===== src/rtl/sprite_pkg.sv =====
// Shared sprite types: motion codes from the sprite state machine and the
// animator's state encoding, plus the sprite-index mapping used by the animator.
package sprite_pkg;

   localparam int SCREEN_W = 640;
   localparam int SPRITE_W = 32;

   typedef enum logic [3:0] {
      IDLE_R = 4'd0,
      IDLE_L = 4'd1,
      WALK_R = 4'd2,
      WALK_L = 4'd3
   } motion_t;

   // State encoding deliberately equals the low two bits of a valid motion code.
   typedef logic [1:0] anim_state_t;

   localparam anim_state_t ST_IDLE_R = 2'd0;
   localparam anim_state_t ST_IDLE_L = 2'd1;
   localparam anim_state_t ST_WALK_R = 2'd2;
   localparam anim_state_t ST_WALK_L = 2'd3;

   function automatic logic is_walk(input anim_state_t s);
      return (s == ST_WALK_R) || (s == ST_WALK_L);
   endfunction

   function automatic logic [3:0] sprite_sel(input anim_state_t s,
                                             input logic [2:0]  idx,
                                             input logic [3:0]  walk_frames);
      logic [3:0] r;
      case (s)
         ST_IDLE_R: r = 4'd0;
         ST_WALK_R: r = 4'd1 + {1'b0, idx};
         ST_IDLE_L: r = walk_frames + 4'd1;
         default:   r = walk_frames + 4'd2 + {1'b0, idx};
      endcase
      return r;
   endfunction

endpackage


===== src/rtl/sprite_x_integrator.sv =====
// Saturating horizontal position register; moves STEP pixels per enabled tick
// and pins at X_MIN / X_MAX instead of wrapping.
module sprite_x_integrator #(
   parameter int STEP   = 2,
   parameter int X_MIN  = 0,
   parameter int X_MAX  = 608,
   parameter int X_INIT = 290
) (
   input  logic        Clk,
   input  logic        Reset,
   input  logic        en,
   input  logic        dir_left,
   input  logic        move,
   output logic [10:0] shape_x
);

   logic [11:0] x_wide;
   logic [11:0] sum;
   logic [11:0] lo_limit;
   logic [10:0] x_next;

   assign x_wide   = {1'b0, shape_x};
   assign sum      = x_wide + 12'(STEP);
   assign lo_limit = 12'(X_MIN) + 12'(STEP);

   // Left moves compare before subtracting so the difference never underflows.
   always_comb begin
      x_next = shape_x;
      if (move) begin
         if (dir_left)
            x_next = (x_wide < lo_limit) ? 11'(X_MIN) : 11'(x_wide - 12'(STEP));
         else
            x_next = (sum > 12'(X_MAX)) ? 11'(X_MAX) : sum[10:0];
      end
   end

   always_ff @(posedge Clk) begin
      if (Reset)
         shape_x <= 11'(X_INIT);
      else if (en)
         shape_x <= x_next;
   end

endmodule


===== src/rtl/sprite_animator.sv =====
// Turns the motion code into a walk-cycle sprite index, facing direction and
// X position, advancing only on video frame ticks.
module sprite_animator
   import sprite_pkg::*;
#(
   parameter int FRAME_DIV   = 6,
   parameter int WALK_FRAMES = 4,
   parameter int STEP        = 2,
   parameter int X_MIN       = 0,
   parameter int X_MAX       = 608,
   parameter int X_INIT      = 290
) (
   input  logic        Clk,
   input  logic        Reset,
   input  logic        frame_tick,
   input  logic [3:0]  motion,
   output logic [3:0]  sel,
   output logic [10:0] shape_x,
   output logic        facing_left
);

   localparam int               DIV_W    = (FRAME_DIV > 1) ? $clog2(FRAME_DIV) : 1;
   localparam logic [DIV_W-1:0] DIV_LAST = DIV_W'(FRAME_DIV - 1);
   localparam logic [2:0]       IDX_LAST = 3'(WALK_FRAMES - 1);
   localparam logic [3:0]       WF       = 4'(WALK_FRAMES);

   anim_state_t      state, state_d;
   logic [DIV_W-1:0] div_cnt, div_d, div_base;
   logic [2:0]       frame_idx, idx_d, idx_base;
   logic             accept;
   logic             move;
   logic             dir_left;

   assign accept   = frame_tick && (motion <= 4'(WALK_L));
   assign move     = is_walk(state_d);
   assign dir_left = (state_d == ST_WALK_L);

   // The tick that enters a walk state counts as the first animation tick, so
   // the first frame change lands exactly FRAME_DIV ticks after entry.
   always_comb begin
      state_d  = state;
      div_d    = div_cnt;
      idx_d    = frame_idx;
      div_base = div_cnt;
      idx_base = frame_idx;
      if (accept) begin
         state_d = anim_state_t'(motion[1:0]);
         if (state_d != state) begin
            div_base = '0;
            idx_base = '0;
         end
         if (is_walk(state_d)) begin
            if (div_base == DIV_LAST) begin
               div_d = '0;
               idx_d = (idx_base == IDX_LAST) ? 3'd0 : idx_base + 3'd1;
            end else begin
               div_d = div_base + 1'b1;
               idx_d = idx_base;
            end
         end else begin
            div_d = '0;
            idx_d = '0;
         end
      end
   end

   always_ff @(posedge Clk) begin
      if (Reset) begin
         state       <= ST_IDLE_R;
         div_cnt     <= '0;
         frame_idx   <= '0;
         sel         <= 4'd0;
         facing_left <= 1'b0;
      end else begin
         state       <= state_d;
         div_cnt     <= div_d;
         frame_idx   <= idx_d;
         sel         <= sprite_sel(state_d, idx_d, WF);
         facing_left <= (state_d == ST_IDLE_L) || (state_d == ST_WALK_L);
      end
   end

   sprite_x_integrator #(
      .STEP   (STEP),
      .X_MIN  (X_MIN),
      .X_MAX  (X_MAX),
      .X_INIT (X_INIT)
   ) u_x (
      .Clk      (Clk),
      .Reset    (Reset),
      .en       (accept),
      .dir_left (dir_left),
      .move     (move),
      .shape_x  (shape_x)
   );

endmodule


===== config.mk =====
export PLATFORM = sky130hd
export DESIGN_NAME = sprite_animator
export DESIGN_NICKNAME = d
export VERILOG_FILES = /design/src/rtl/sprite_pkg.sv /design/src/rtl/sprite_x_integrator.sv /design/src/rtl/sprite_animator.sv
export SDC_FILE = /design/constraint.sdc
export NUM_CORES = 1
export LEC_CHECK = 0
export BUFFER_PORTS_ARGS = -buffer_cell sky130_fd_sc_hd__clkbuf_2
export CORE_MARGIN = 1.5
export CORE_UTILIZATION = 52
export DETAILED_ROUTE_END_ITERATION = 8
export GPL_ROUTABILITY_DRIVEN = 0
export PLACE_DENSITY = 0.82
export SLEW_MARGIN = 20
export SYNTH_ARGS = -nofsm -noshare
export SYNTH_HDL_FRONTEND = slang
export SYNTH_SLANG_ARGS = --single-unit

===== constraint.sdc =====
create_clock -name Clk -period 2.45 [get_ports Clk]
set_input_delay 0.6125 -clock Clk [delete_from_list [all_inputs] [get_ports Clk]]
set_output_delay 0.6125 -clock Clk [all_outputs]
set_load 0.1 [all_outputs]

==> impl_results.md <==
- Util after Layout: about two thirds
- Portion of total power attributed to the clock network: approximately a quarter
- Pre-CTS setup slack: -0.133 ns
- Num rows: 20
- Die area: between 3000 and 4000 sq um
- CTS tree: done
- Count of buffering cells on the critical path with inverters included: 0
- Transition at the pin with the smallest max-transition slack: approximately 0.54 ns
- Headroom to the max-slew limit: between 60% and 70%
- Finished Layout Cells: 288
- #FFs+latches synth: 23
- Clock root buffer: sky130_fd_sc_hd__clkbuf_4
- Placed wire-length estimate after detailed placement: between 2000 and 3000 um
- Drt total wl: between 3000 and 4000 um
- Dominant synthesized flop cell: sky130_fd_sc_hd__dfxtp_1
- Area delta synth->final: 18.2%
- Count of nets left with antenna violations after detail routing: 0
- Min-delay worst type: register to register
- Leading cell type by number of instances after synthesis: sky130_fd_sc_hd__dfxtp_1
- Fraction of synthesized cell area taken by the top area cell type: 27.2%
- Beginning of the worst hold path: div_cnt[1]
- Net count, final: about 260
- Setup total negative slack: 0 ns
- Worst Hold Path Cells: 2
- Number of endpoints failing setup at the final stage: 0
- Critical Path Stages: 7
- MaxCap Viol Count: 0
- Number of remaining DRC errors: 0
- Yosys cell types: 55
- Slew Limit Fails: 0
- Minimum setup slack in the final design: around 0.15 ns
- Yosys warns: 0
- Ports placed on the boundary: 23
- Clock Path Buffers: 2
- Comb power frac: a little under a quarter
- First-pass iteration count of the detailed router: 4
- Switching Fraction: 34.8%
- Family with the most delay on the worst path: compound AO/OA/AOI/OAI gates
- Crit path time final: between 2 and 2.5 ns
- Register share of total power: between 50% and 60%
- Layout cell share with drive strength beyond 1: 29.5%
- Status: finished, final reports clean
- Synth Area per Inst: 7.85 sq um
- Worst hold slack across all endpoints: around 0.52 ns
- Antenna violations before repair: 0
- Internal power summed over all cells: 0.000500 W
- Initial drt markers: about 130
- Maximum number of pins on one net before global-route repair: 21
- Syn nets: 230
- Achievable clock frequency: 436 MHz
- Die X-Extent: 60.1 um
- Path type of the worst setup path: register to register
- Power density cells: roughly 380 nW/um^2
- Critical path peak fanout: 9
- Final Cycle Share: between 90% and 100%
- Instance count of the mapped netlist: 216
- Worst setup skew after layout: around 0.0032 ns
- Via count: ~1700
- Series of cell instances along the critical path: ha_1 > nand3_1 > xnor2_1 > a2111o_1 > a31oi_4 > nand2_1 > a221o_1
- Sinks on the clock net: 23
- Reg-to-reg slack, setup: 0.15 ns
- Switching power: around 0.00027 W
- Worst-path clk slew: roughly 0.14 ns
- Peak VDD IR: ~0.29 mV
- Final number of hold-violating endpoints: 0
- Lkg Pwr: between 0.8 and 0.9 nW
- Data required time of the critical path: ~2.7 ns
- CTS H-Tree Depth: 1
- Die outline height: about 60 um
- Crit. Startpoint: u_x.shape_x[1]
- Wire length per cell: approximately 14 um
- RSZ-0062 raised after global routing: no
- Sequential fraction of the synthesis area: roughly 27%
- Worst Hold Endpoint: div_cnt[1]
- Antenna diodes: 0
- Aggregate global-route resource usage: between 20% and 30%
- Capture point of the worst reg-to-reg path: u_x.shape_x[1]
- CP startpoint kind: register
- Clock buffer count from CTS: 3
- Via density: just under 6
- Critical Path End Type: register
- Most frequent cells after synthesis: 23 x sky130_fd_sc_hd__dfxtp_1, 19 x sky130_fd_sc_hd__a21oi_1, 19 x sky130_fd_sc_hd__nor2_1
- Worst R2R Path Depth: 7
- Area inside the core boundary: 3080 sq um
- Arrival time worst endpoint: roughly 2.5 ns
- Number of synthesized flops with an enable pin: 0
- Initial Util: approximately 55%
- Quantity of I/O buffers inserted on ports: 21
- Slowest Stage Delay on Critical Path: 0.46 ns
- Filler cell count: 270
- Cell taking the most area after synthesis: sky130_fd_sc_hd__dfxtp_1
- First-pass GRT wire length: approximately 6700 um
- Highest-delay cell along the critical path: sky130_fd_sc_hd__dfxtp_2
- Cell count after placement: roughly 280
- Latest clock arrival within the worst-skew pair: roughly 0.32 ns
- Number of global-route vias before repair: around 1500
- Leading post-synthesis cells by cell area: sky130_fd_sc_hd__dfxtp_1 27%, sky130_fd_sc_hd__a21oi_1 5.6%, sky130_fd_sc_hd__ha_1 5.2%, sky130_fd_sc_hd__o21ai_0 4.4%, sky130_fd_sc_hd__nor2_1 4.2%
- Proportion of register bits with asynchronous set or reset after synthesis: 0%
- Post-synthesis instance area: ~1700 sq um
- RR Startpoint: u_x.shape_x[1]
- Global-route congestion overflow total: 0
[cell type report]
cell class / instances / area, sq um / share of cell area (%)
inverter: 11 / 41.3 / 2.06
clock inverter: 1 / 7.51 / 0.375
clock buffer: 3 / 22.5 / 1.12
tap: 44 / 55.1 / 2.75
multi-input combinational: 167 / 1170 / 58.3
timing repair buffer: 39 / 240 / 12.0
sequential: 23 / 469 / 23.4
[through the flow]
step	instance area (sq um)	total power, W
2_1_floorplan	1750	0.000546
3_3_place_gp	1970	0.000578
3_5_place_dp	1970	0.000581
4_1_cts	2000	0.000771
5_1_grt	2000	0.000803
6_report	2000	0.000767
[power by group through the flow]
stage	logic, W	clock network (W)	registers, W
after detailed placement	0.000174	0	0.000407
after floorplan	0.0000943	0	0.000452
final	0.000175	0.000193	0.000399
after CTS	0.000175	0.000197	0.000399
after global placement	0.000172	0	0.000406
after global routing	0.000188	0.000213	0.000402
[state kept, by name, summed over array words and instances (netlist names)]
register	count
frame_idx	3
div_cnt	3
state	2
sel	4
u_x.shape_x	10
facing_left	1
[cells in the final DEF, fill, tap and decap left out, drive strengths merged, types with 7 or more instances in the layout]
| cell | Yosys | final |
|---|---|---|
| clkbuf | 7 | 24 |
| dfxtp | 23 | 23 |
| a21oi | 19 | 19 |
| nor2 | 19 | 19 |
| buf | 8 | 18 |
| o21ai | 18 | 18 |
| nand2 | 14 | 14 |
| inv | 11 | 11 |
| nand3 | 9 | 9 |
| nor3 | 9 | 9 |
| xnor2 | 7 | 7 |
| ha | 7 | 7 |
[how the worst max path moves through the flow]
stage	slack (ns)	endpoint
5_1_grt	0.02	sel[2]
3_5_place_dp	-0.13	sel[1]
4_1_cts	0.12	u_x.shape_x[1]
6_report	0.15	u_x.shape_x[1]
3_3_place_gp	-0.07	sel[2]
2_1_floorplan	-0.01	u_x.shape_x[8]
[cell families (layout without fill, tap and decap cells)]
logic type | after synthesis | after routing | synth area share (%)
compound gates | 65 | 65 | 26.5
mux | 8 | 8 | 5.24
buf+inv | 26 | 54 | 7.08
fa+ha+maj | 7 | 7 | 5.17
flops | 23 | 23 | 27.2
xor+xnor | 8 | 8 | 4.13
other cells | 1 | 1 | 0.221
simple gates | 78 | 78 | 24.5
[repair_timing]
item                                    in CTS  in global routing
buffers inserted                             0                  0
resized for setup                            0                  1
endpoints found under the setup margin       0                  1
hold buffers                                 0                  0
[worst register-to-register path: stages (launching register included)]
cell and delay [ns]:
sky130_fd_sc_hd__dfxtp_2 0.46, sky130_fd_sc_hd__ha_1 0.25, sky130_fd_sc_hd__nand3_1 0.20, sky130_fd_sc_hd__xnor2_1 0.18, sky130_fd_sc_hd__a2111o_1 0.43, sky130_fd_sc_hd__a31oi_4 0.25, sky130_fd_sc_hd__nand2_1 0.13, sky130_fd_sc_hd__a221o_1 0.30
[layer usage]
layer | track usage (%) | part of all wire (%)
met4 | 9.84 | 1.9
met3 | 1.95 | 5.4
met5 | 0 | 0
met1 | 35.4 | 48
met2 | 36.3 | 45
(Power assumes the default switching activity.)
